===== src/rtl/falu_scheduler_if.sv =====
// Requester, ALU and response bundle for falu_scheduler.
// slave = scheduler side; master = requesters plus the ALU feeding results back.
interface falu_scheduler_if #(
  parameter int NUM_REQ = 4,
  parameter int ID_W    = 2
);
  logic [NUM_REQ-1:0]        req_valid;
  logic [NUM_REQ-1:0]        req_ready;
  logic [NUM_REQ-1:0][3:0]   req_op;
  logic [NUM_REQ-1:0][31:0]  req_op1;
  logic [NUM_REQ-1:0][31:0]  req_op2;
  logic [3:0]                alu_op;
  logic [31:0]               alu_op1;
  logic [31:0]               alu_op2;
  logic [31:0]               alu_result;
  logic                      alu_cmp;
  logic [NUM_REQ-1:0]        rsp_valid;
  logic [31:0]               rsp_result;
  logic                      rsp_cmp;
  logic [ID_W-1:0]           rsp_id;
  logic                      busy;

  modport slave (
    input  req_valid, req_op, req_op1, req_op2, alu_result, alu_cmp,
    output req_ready, alu_op, alu_op1, alu_op2, rsp_valid, rsp_result, rsp_cmp, rsp_id, busy
  );

  modport master (
    output req_valid, req_op, req_op1, req_op2, alu_result, alu_cmp,
    input  req_ready, alu_op, alu_op1, alu_op2, rsp_valid, rsp_result, rsp_cmp, rsp_id, busy
  );
endinterface


===== src/rtl/falu_scheduler.sv =====
// Round-robin scheduler sharing one combinational float ALU among NUM_REQ requesters.
// ALU inputs are held for 1 cycle (DIV_CYCLES for divide), then the result returns as a one-cycle pulse.
module falu_sched_lane #(
  parameter int ID_W = 2,
  parameter int IDX  = 0
) (
  input  logic            clk,
  input  logic            reset,
  input  logic            capture,
  input  logic [ID_W-1:0] owner,
  output logic            rsp_vld
);
  always_ff @(posedge clk or posedge reset) begin
    if (reset) rsp_vld <= 1'b0;
    else       rsp_vld <= capture && (owner == ID_W'(IDX));
  end
endmodule

module falu_scheduler #(
  parameter int         NUM_REQ    = 4,
  parameter int         DIV_CYCLES = 4,
  parameter logic [3:0] FALU_DIV   = 4'h3
) (
  input  logic             clk,
  input  logic             reset,
  falu_scheduler_if.slave  bus
);
  localparam int ID_W  = (NUM_REQ > 1) ? $clog2(NUM_REQ) : 1;
  localparam int SW    = ID_W + 1;
  localparam int CNT_W = ($clog2(DIV_CYCLES + 1) > 4) ? $clog2(DIV_CYCLES + 1) : 4;
  localparam logic [CNT_W-1:0] DIV_HOLD = CNT_W'(DIV_CYCLES);
  localparam logic [ID_W-1:0]  LAST     = ID_W'(NUM_REQ - 1);

  typedef enum logic {IDLE, BUSY} state_t;

  state_t               state, state_nxt;
  logic [ID_W-1:0]      rr_ptr, owner, gnt_id;
  logic [CNT_W-1:0]     hold_cnt;
  logic [NUM_REQ-1:0]   gnt, rsp_vld;
  logic [SW-1:0]        scan;
  logic                 can_grant, capture, found, accept;
  logic [3:0]           alu_op_q;
  logic [31:0]          alu_op1_q, alu_op2_q, rsp_result_q;
  logic                 rsp_cmp_q;
  logic [ID_W-1:0]      rsp_id_q;

  assign capture   = (state == BUSY) && (hold_cnt == CNT_W'(1));
  // The capture cycle may grant too, which is what makes back-to-back single-cycle ops possible.
  assign can_grant = !reset && ((state == IDLE) || capture);

  always_comb begin
    gnt    = '0;
    gnt_id = rr_ptr;
    found  = 1'b0;
    scan   = '0;
    for (int k = 0; k < NUM_REQ; k++) begin
      scan = {1'b0, rr_ptr} + SW'(k);
      if (scan >= SW'(NUM_REQ)) scan = scan - SW'(NUM_REQ);
      if (can_grant && !found && bus.req_valid[scan[ID_W-1:0]]) begin
        gnt[scan[ID_W-1:0]] = 1'b1;
        gnt_id              = scan[ID_W-1:0];
        found               = 1'b1;
      end
    end
  end

  assign accept        = found;
  assign bus.req_ready = gnt;

  always_ff @(posedge clk or posedge reset) begin
    if (reset) state <= IDLE;
    else       state <= state_nxt;
  end

  always_comb begin
    state_nxt = state;
    case (state)
      IDLE:    if (accept) state_nxt = BUSY;
      BUSY:    if (capture && !accept) state_nxt = IDLE;
      default: state_nxt = IDLE;
    endcase
  end

  always_ff @(posedge clk or posedge reset) begin
    if (reset) begin
      alu_op_q     <= '0;
      alu_op1_q    <= '0;
      alu_op2_q    <= '0;
      rr_ptr       <= '0;
      owner        <= '0;
      hold_cnt     <= '0;
      rsp_result_q <= '0;
      rsp_cmp_q    <= 1'b0;
      rsp_id_q     <= '0;
    end else begin
      if (capture) begin
        rsp_result_q <= bus.alu_result;
        rsp_cmp_q    <= bus.alu_cmp;
        rsp_id_q     <= owner;
      end
      if (accept) begin
        alu_op_q  <= bus.req_op[gnt_id];
        alu_op1_q <= bus.req_op1[gnt_id];
        alu_op2_q <= bus.req_op2[gnt_id];
        owner     <= gnt_id;
        rr_ptr    <= (gnt_id == LAST) ? '0 : gnt_id + 1'b1;
        hold_cnt  <= (bus.req_op[gnt_id] == FALU_DIV) ? DIV_HOLD : CNT_W'(1);
      end else if ((state == BUSY) && (hold_cnt > CNT_W'(1))) begin
        hold_cnt <= hold_cnt - 1'b1;
      end
    end
  end

  for (genvar i = 0; i < NUM_REQ; i++) begin : g_lane
    falu_sched_lane #(.ID_W(ID_W), .IDX(i)) u_lane (
      .clk     (clk),
      .reset   (reset),
      .capture (capture),
      .owner   (owner),
      .rsp_vld (rsp_vld[i])
    );
  end

  assign bus.alu_op     = alu_op_q;
  assign bus.alu_op1    = alu_op1_q;
  assign bus.alu_op2    = alu_op2_q;
  assign bus.rsp_valid  = rsp_vld;
  assign bus.rsp_result = rsp_result_q;
  assign bus.rsp_cmp    = rsp_cmp_q;
  assign bus.rsp_id     = rsp_id_q;
  assign bus.busy       = (state == BUSY);
endmodule


===== src/flat_wrapper.sv =====
// flat-port wrapper written by rule: the top's interface ports become plain ports
module falu_scheduler_flat 
#(
  parameter int         NUM_REQ    = 4,
  parameter int         DIV_CYCLES = 4,
  parameter logic [3:0] FALU_DIV   = 4'h3
)
  (clk, reset, bus_req_valid, bus_req_op, bus_req_op1, bus_req_op2, bus_alu_result, bus_alu_cmp, bus_req_ready, bus_alu_op, bus_alu_op1, bus_alu_op2, bus_rsp_valid, bus_rsp_result, bus_rsp_cmp, bus_rsp_id, bus_busy);
  falu_scheduler_if #(.NUM_REQ(NUM_REQ), .ID_W((2))) bus_i ();
  input  logic clk;
  input  logic reset;
  input wire logic [$bits(bus_i.req_valid)-1:0] bus_req_valid;
  input wire logic [$bits(bus_i.req_op)-1:0] bus_req_op;
  input wire logic [$bits(bus_i.req_op1)-1:0] bus_req_op1;
  input wire logic [$bits(bus_i.req_op2)-1:0] bus_req_op2;
  input wire logic [$bits(bus_i.alu_result)-1:0] bus_alu_result;
  input wire logic [$bits(bus_i.alu_cmp)-1:0] bus_alu_cmp;
  output wire logic [$bits(bus_i.req_ready)-1:0] bus_req_ready;
  output wire logic [$bits(bus_i.alu_op)-1:0] bus_alu_op;
  output wire logic [$bits(bus_i.alu_op1)-1:0] bus_alu_op1;
  output wire logic [$bits(bus_i.alu_op2)-1:0] bus_alu_op2;
  output wire logic [$bits(bus_i.rsp_valid)-1:0] bus_rsp_valid;
  output wire logic [$bits(bus_i.rsp_result)-1:0] bus_rsp_result;
  output wire logic [$bits(bus_i.rsp_cmp)-1:0] bus_rsp_cmp;
  output wire logic [$bits(bus_i.rsp_id)-1:0] bus_rsp_id;
  output wire logic [$bits(bus_i.busy)-1:0] bus_busy;
  assign bus_i.req_valid = bus_req_valid;
  assign bus_i.req_op = bus_req_op;
  assign bus_i.req_op1 = bus_req_op1;
  assign bus_i.req_op2 = bus_req_op2;
  assign bus_i.alu_result = bus_alu_result;
  assign bus_i.alu_cmp = bus_alu_cmp;
  assign bus_req_ready = bus_i.req_ready;
  assign bus_alu_op = bus_i.alu_op;
  assign bus_alu_op1 = bus_i.alu_op1;
  assign bus_alu_op2 = bus_i.alu_op2;
  assign bus_rsp_valid = bus_i.rsp_valid;
  assign bus_rsp_result = bus_i.rsp_result;
  assign bus_rsp_cmp = bus_i.rsp_cmp;
  assign bus_rsp_id = bus_i.rsp_id;
  assign bus_busy = bus_i.busy;
  falu_scheduler #(.NUM_REQ(NUM_REQ), .DIV_CYCLES(DIV_CYCLES), .FALU_DIV(FALU_DIV)) u_core (.clk(clk), .reset(reset), .bus(bus_i));
endmodule

===== config.mk =====
export PLATFORM = sky130hd
export DESIGN_NAME = falu_scheduler_flat
export DESIGN_NICKNAME = d
export VERILOG_FILES = /design/src/rtl/falu_scheduler_if.sv /design/src/rtl/falu_scheduler.sv /design/src/flat_wrapper.sv
export SDC_FILE = /design/constraint.sdc
export NUM_CORES = 1
export LEC_CHECK = 0
export ABC_AREA = 1
export CAP_MARGIN = 25
export CORE_AREA = 2 2 164 166
export DETAILED_ROUTE_END_ITERATION = 8
export DIE_AREA = 0 0 166 168
export PLACE_DENSITY = 0.61
export SLEW_MARGIN = 30
export SYNTH_ARGS = -nofsm -noshare
export SYNTH_HDL_FRONTEND = slang
export SYNTH_HIERARCHICAL = 1
export SYNTH_SLANG_ARGS = --single-unit

===== constraint.sdc =====
create_clock -name clk -period 6.2 [get_ports clk]
set_clock_uncertainty 0.2 [all_clocks]
set_input_delay 0.93 -clock clk [delete_from_list [all_inputs] [get_ports clk]]
set_output_delay 0.93 -clock clk [all_outputs]
set_load 0.01 [all_outputs]

==> flow_metrics.py, run 1 <==
metrics = {
    "place": {
        "dpl_cell_area_sq_mm": 0.0111,
        "io_buffers": 422,
        "gp_congestion": 0.843,
        "dpl.hpwl_um": 20700,
    },
    "run_status": {
        "status": "finished, final reports clean",
    },
    "clock_tree": {
        "clock_path_buffers": 2,
        "cts_buffers": 17,
        "htree_levels": 4,
        "cts-root-buf": "clkbuf_16",
        "cts_setup_buffers": 0,
        "ctsHoldBuffers": 0,
        "cts_tree": "built",
        "cts_sinks": 116,
        "path_clk_slew_ns": 0.06,
        "clock_latency_ns": 0.40,
        "cts_resized": 0,
    },
    "yosys": {
        "synth_ff_type": "dfrtp_1",
        "syn_area_sq_mm": 0.00667,
        "ys_warn_count": 6,
        "synthesis.instances": 914,
        "synth_nets": 1231,
        "ys_types": 34,
        "async_flop_share_pct": 100,
        "avgSynthCellArea_sq_um": 7.30,
        "ys_seq_area_share_pct": 43.5,
        "synth-edff-count": 0,
        "ys_ff_latch": 116,
    },
    "power_and_ir_drop": {
        "power.density_mw_per_mm2": 569,
        "switching_share_pct": 46.7,
        "p_switching_uw": 3100,
        "p_leak_uw": 0.00494,
        "power.internal_uw": 3550,
        "combPwrFrac_pct": 64.2,
        "p_clk_share_pct": 14.8,
        "peakVddDrop_v": 0.000398,
        "p_seq_share_pct": 21.0,
    },
    "critical_path": {
        "reg2reg_depth": 13,
        "crit_cells": 12,
        "end_kind": "output pin",
        "cpPeakStageDelay_ns": 0.57,
        "ff2ff_setup_slack_ns": 2.21,
        "arrival_ns": 3.22,
        "startpoint_type": "flop",
        "reg2reg_to": "u_core/bus.alu_op2[29]",
        "cp.required_ns": 5.07,
        "path_max_fanout": 8,
        "endpoint": "bus_req_ready[3]",
        "slowest_stage": "clkdlybuf4s50_1",
        "setup.worst_path.class": "reg -> out",
        "worstPathCellList": "inv_1 > ha_1 > inv_1 > nand3_1 > nand2_2 > inv_2 > o21ai_4 > nand3_2 > inv_2 > a21oi_1 > o21ai_0 > clkdlybuf4s50_1",
        "cp_top_family": "buffers and inverters",
        "cp-startpoint": "u_core/rr_ptr[1]",
        "r2r-start": "u_core/rr_ptr[1]",
        "worstPathBufferInverterCount": 5,
    },
    "min_path": {
        "hold_class": "reg -> reg",
    },
    "drt": {
        "detail-route-antenna-nets": 0,
        "post-route-drc-count": 0,
        "viasPerCell": 4.62,
        "finalWirelength_um": 27800,
        "via_count": 7657,
        "drtIter0Drc": 459,
        "drt_pass1_iterations": 4,
        "wl_per_cell_um": 16.8,
    },
    "timing": {
        "setup_viol": 0,
        "tightest_slew_ns": 0.845,
        "rsz0062_at_grt": "false",
        "hold_violations": 0,
        "tns_ns": 0,
        "fin_crit_ns": 4.35,
        "fmax_ghz": 0.230,
        "finalCritPeriodShare_pct": 70.1,
        "slew_headroom_pct": 43.6,
        "drv_slew": 0,
    },
    "final_layout": {
        "drive_above_1_share_pct": 4.71,
        "final_nets": 1622,
        "area_delta_synth_final_pct": 75.4,
        "stdcell_area_sq_mm": 0.0117,
        "final_cell_mix": "clkdlybuf4s50_1 (422), nor2_1 (200), nand2_1 (160)",
        "multiInputGateArea_sq_mm": 0.00332,
        "num-fill-cells": 2651,
        "ff_latch_area_sq_mm": 0.00290,
        "layout_commonest_cell": "clkdlybuf4s50_1",
    },
    "floorplan": {
        "die_w_um": 166,
        "coreArea_sq_mm": 0.0264,
        "die_area_sq_mm": 0.0279,
        "initial_core_util_pct": 25.3,
        "die_y_um": 168,
        "io_pins": 423,
        "placementRows": 60,
    },
    "grt": {
        "grt_pass1_wl_um": 42800,
        "grt_pass1_vias": 7529,
        "grt-ovfl-total": 0,
        "antenna_found_initial": 4,
        "track_usage_pct": 19.5,
        "grt_max_degree": 96,
    },
    "flow_run": {
        "drv_cap": 0,
    },
}
==> synth_stat cells, types with 5 or more instances <==
cell      number  area [sq um]
dfrtp_1      116          2900
o21bai_1      32           240
nand2_1      160           601
buf_6          6          67.6
nand3_1       24           120
clkbuf_1      18          67.6
a21oi_1       38           190
nor3_1        32           160
buf_2         29           145
o21ai_1       68           340
a31oi_1       36           225
ha_1           6          75.1
nor2_2         6          37.5
o22ai_1        5          31.3
nor2_1       201           754
o21ai_0       69           345
inv_1         34           128
==> power groups by stage <==
| stage | logic, uW | registers [uW] | clock network (uW) |
|---|---|---|---|
| 2_1_floorplan | 2620 | 1540 | 0 |
| 5_1_grt | 4780 | 1450 | 1050 |
| 4_1_cts | 4320 | 1400 | 1020 |
| 3_5_place_dp | 4310 | 1410 | 0 |
| 3_3_place_gp | 4270 | 1400 | 0 |
| 6_report | 4270 | 1400 | 983 |
==> registers in the layout, indices dropped and copies added (netlist names) <==
signal	count
u_core/hold_cnt	4
u_core/bus.rsp_result	32
u_core/g_lane.u_lane/rsp_vld	4
u_core/bus.alu_op2	32
u_core/bus.rsp_id	2
u_core/bus.alu_op1	32
u_core/bus.alu_op	4
u_core/rr_ptr	2
u_core/bus.rsp_cmp	1
u_core/owner	2
u_core/bus.busy	1
==> per-layer routing <==
layer | vias up | wire (um) | track usage, %
met5 | - | 26 | 0
met4 | 4 | 397 | 5.78
met3 | 28 | 2320 | 7.05
met2 | 309 | 13600 | 32.9
met1 | 3495 | 11500 | 23.5
li1 | 3821 | - | -
==> kinds of logic (layout without fill, tap and decap cells) <==
group	count (synthesis)	count (layout)	synth area share, %
buffers and inverters	99	501	7.01
XOR/XNOR	2	2	0.263
flip-flops	116	116	43.5
other	0	2	0
adder cells (fa/ha/maj)	6	6	1.13
AO/OA/AOI/OAI	252	252	21.2
AND/OR/NAND/NOR	439	439	26.9
==> cell type report <==
cell class                      instances  area share [%]
Timing Repair Buffer                  432            36.9
Multi-Input combinational cell        699            28.3
Sequential cell                       116            24.8
Clock buffer                           20            3.82
Tap cell                              341            3.65
Inverter                               39            1.33
Clock inverter                         10            1.14
Antenna cell                            2          0.0428
==> worst register-to-register path: stages, from the launching register on <==
cell and delay (ns):
dfrtp_1 0.49, inv_1 0.22, ha_1 0.42, inv_1 0.13, nand3_1 0.10, nand2_1 0.07, nor2_1 0.23, inv_1 0.12
nand3_4 0.09, buf_4 0.61, nand2_2 0.68, nor3_1 0.39, a21oi_1 0.07, o21ai_1 0.10
==> how the worst min path moves through the flow <==
stage | start | endpoint | cells after the start
2_1_floorplan | u_core/owner[0] | u_core/g_lane[2].u_lane/rsp_vld | 1
3_3_place_gp | u_core/bus.rsp_result[14] | u_core/bus.rsp_result[14] | 2
3_5_place_dp | u_core/bus.rsp_result[19] | u_core/bus.rsp_result[19] | 2
4_1_cts | u_core/bus.rsp_result[19] | u_core/bus.rsp_result[19] | 2
5_1_grt | u_core/bus.rsp_id[1] | u_core/bus.rsp_id[1] | 2
6_report | u_core/bus.rsp_id[1] | u_core/bus.rsp_id[1] | 2
==> metrics by stage <==
stage	utilization, %	std cells	power, uW	setup slack (ns)	hold slack [ns]
after floorplan	-	914	4160	0.636	0.268
after global placement	42.2	1627	5680	1.91	0.252
after detailed placement	42.2	1627	5720	1.75	0.257
after CTS	44.4	1657	6740	1.82	0.271
after global routing	44.4	1659	7280	1.62	0.290
final	44.4	1659	6650	1.85	0.266
Power figures use the tool's default switching activity.
==> run 2: changes to the inputs <==
CORE_AREA = 2 2 166 168   (was 2 2 164 166)
DIE_AREA = 0 0 168 170   (was 0 0 166 168)
PLACE_DENSITY = 0.62   (was 0.61)
clock period = 3.5 ns   (was 6.2 ns; I/O delays follow)
==> flow_metrics.py, run 2 (synthesis gave the netlist of run 1 again) <==
metrics = {
    "floorplan": {
        "placementRows": 60,
        "coreArea_sq_mm": 0.0267,
        "die_w_um": 168,
        "io_pins": 423,
        "die_area_sq_mm": 0.0286,
        "die_y_um": 170,
        "initial_core_util_pct": 25.0,
    },
    "timing": {
        "fmax_ghz": 0.323,
        "rsz0062_at_grt": "false",
        "tightest_slew_ns": 0.653,
        "drv_slew": 0,
        "hold_violations": 0,
        "slew_headroom_pct": 56.5,
        "finalCritPeriodShare_pct": 88.5,
        "setup_viol": 0,
        "fin_crit_ns": 3.10,
    },
    "clock_tree": {
        "cts_tree": "built",
        "clock_path_buffers": 2,
        "path_clk_slew_ns": 0.06,
        "htree_levels": 4,
        "cts-root-buf": "clkbuf_16",
        "ctsHoldBuffers": 0,
        "clock_latency_ns": 0.41,
        "cts_sinks": 116,
        "cts_buffers": 17,
    },
    "drt": {
        "detail-route-antenna-nets": 0,
        "wl_per_cell_um": 16.9,
        "viasPerCell": 4.63,
        "finalWirelength_um": 28300,
        "post-route-drc-count": 0,
        "drtIter0Drc": 427,
        "drt_pass1_iterations": 4,
        "via_count": 7755,
    },
    "power_and_ir_drop": {
        "peakVddDrop_v": 0.000458,
        "p_total_uw": 12100,
        "p_clk_share_pct": 13.6,
        "power.internal_uw": 6450,
        "p_leak_uw": 0.00506,
        "p_seq_share_pct": 20.3,
        "p_switching_uw": 5690,
        "power.density_mw_per_mm2": 1020,
        "switching_share_pct": 46.9,
        "combPwrFrac_pct": 66.1,
    },
    "run_status": {
        "status": "finished, final reports clean",
    },
    "final_layout": {
        "layout_commonest_cell": "clkdlybuf4s50_1",
        "drive_above_1_share_pct": 6.38,
        "final_nets": 1637,
        "area_delta_synth_final_pct": 78.3,
        "finalNonFillerCells": 1674,
        "postLayoutCoreUtil_pct": 44.6,
        "final_cell_mix": "clkdlybuf4s50_1 (418), nor2_1 (200), nand2_1 (160)",
    },
    "critical_path": {
        "setup.worst_path.class": "reg -> reg",
        "cpPeakStageDelay_ns": 0.45,
        "slowest_stage": "buf_4",
        "path_max_fanout": 43,
        "end_kind": "flop",
        "arrival_ns": 3.23,
        "cp.required_ns": 3.63,
        "startpoint_type": "flop",
        "worstPathCellList": "inv_1 > ha_2 > inv_2 > nand3_1 > nand2_2 > inv_2 > o21ai_4 > buf_4 > nand4_4 > nand2_4 > buf_4 > o21ai_0 > o21bai_1 > a31oi_1",
    },
    "grt": {
        "grt-ovfl-total": 0,
        "antenna_found_initial": 1,
        "grt_pass1_wl_um": 42800,
        "grt_max_degree": 69,
        "track_usage_pct": 19.3,
        "grt_pass1_vias": 7776,
    },
    "place": {
        "gp_congestion": 0.805,
        "dp.cells": 1641,
        "dpl.hpwl_um": 21300,
        "io_buffers": 422,
    },
    "min_path": {
        "hold_class": "in -> async",
    },
    "flow_run": {
        "drv_cap": 0,
    },
}
-- run 2: cell type report --
cell class | instances | area (sq um)
multi-input cells | 699 | 3360
clock buffers | 19 | 443
clock inverters | 12 | 109
inverters | 39 | 154
well taps | 341 | 427
repair buffers | 447 | 4500
flip-flops and latches | 116 | 2900
diodes | 1 | 2.50
fillers | 2659 | 14800
-- run 2: metal layers --
metal	track usage (%)	share of wire, %
met1	22.8	41
met2	33.7	49
met3	6.16	7.7
met4	5.14	1.7
met5	0	0
-- run 2: what timing repair did --
action | in CTS | in global routing
gates resized for setup | 5 | 8
setup endpoints to repair | 4 | 3
setup buffers | 1 | 0
pin swaps | 1 | 0
-- run 2: through the flow --
step / TNS [ns] / setup slack [ns] / cell area (sq um) / hold slack [ns]
after floorplan: -26.00 / -0.372 / 6690 / 0.0537
after global placement: 0 / 0.146 / 11300 / 0.252
after detailed placement: 0 / 0.0846 / 11300 / 0.257
after CTS: 0 / 0.0152 / 11900 / 0.194
after global routing: 0 / 0.144 / 11900 / 0.248
final: 0 / 0.401 / 11900 / 0.232
-- run 2: power groups by stage --
stage / combinational, uW / clock, uW / sequential [uW]
global route: 8930 / 1760 / 2550
floorplan: 4660 / 0 / 2730
global placement: 8000 / 0 / 2450
finish: 8020 / 1650 / 2460
detailed placement: 8070 / 0 / 2470
CTS: 8090 / 1710 / 2470
-- run 2: path summary, 6_finish.rpt --
check | depth (start not counted) | from | slack, ns | endpoint
max | 14 | u_core/rr_ptr[1] | 0.40 | u_core/bus.alu_op1[13]
max in group asynchronous | 4 | reset | 1.43 | u_core/bus.rsp_cmp
min | 2 | reset | 0.23 | u_core/g_lane[3].u_lane/rsp_vld
min in group clk | 2 | u_core/bus.rsp_result[20] | 0.27 | u_core/bus.rsp_result[20]
max reg2reg | 14 | u_core/rr_ptr[1] | 0.40 | u_core/bus.alu_op1[13]
min reg2reg | 2 | u_core/bus.rsp_result[20] | 0.27 | u_core/bus.rsp_result[20]
-- run 2: worst max-delay path: cells and delay by family (launching register included) --
family	cells	cell delay, ns
AOI/OAI and AO/OA	4	0.65
adders and majority gates	1	0.31
buffers and inverters	5	0.87
DFF	1	0.38
and+or+nand+nor	4	0.56
==> run 3: changes to the inputs <==
CTS_CLUSTER_DIAMETER = 40   (was not set)
==> results of run 3 <==
No change in the layout: final DEF, timing and power equal those of run 2.
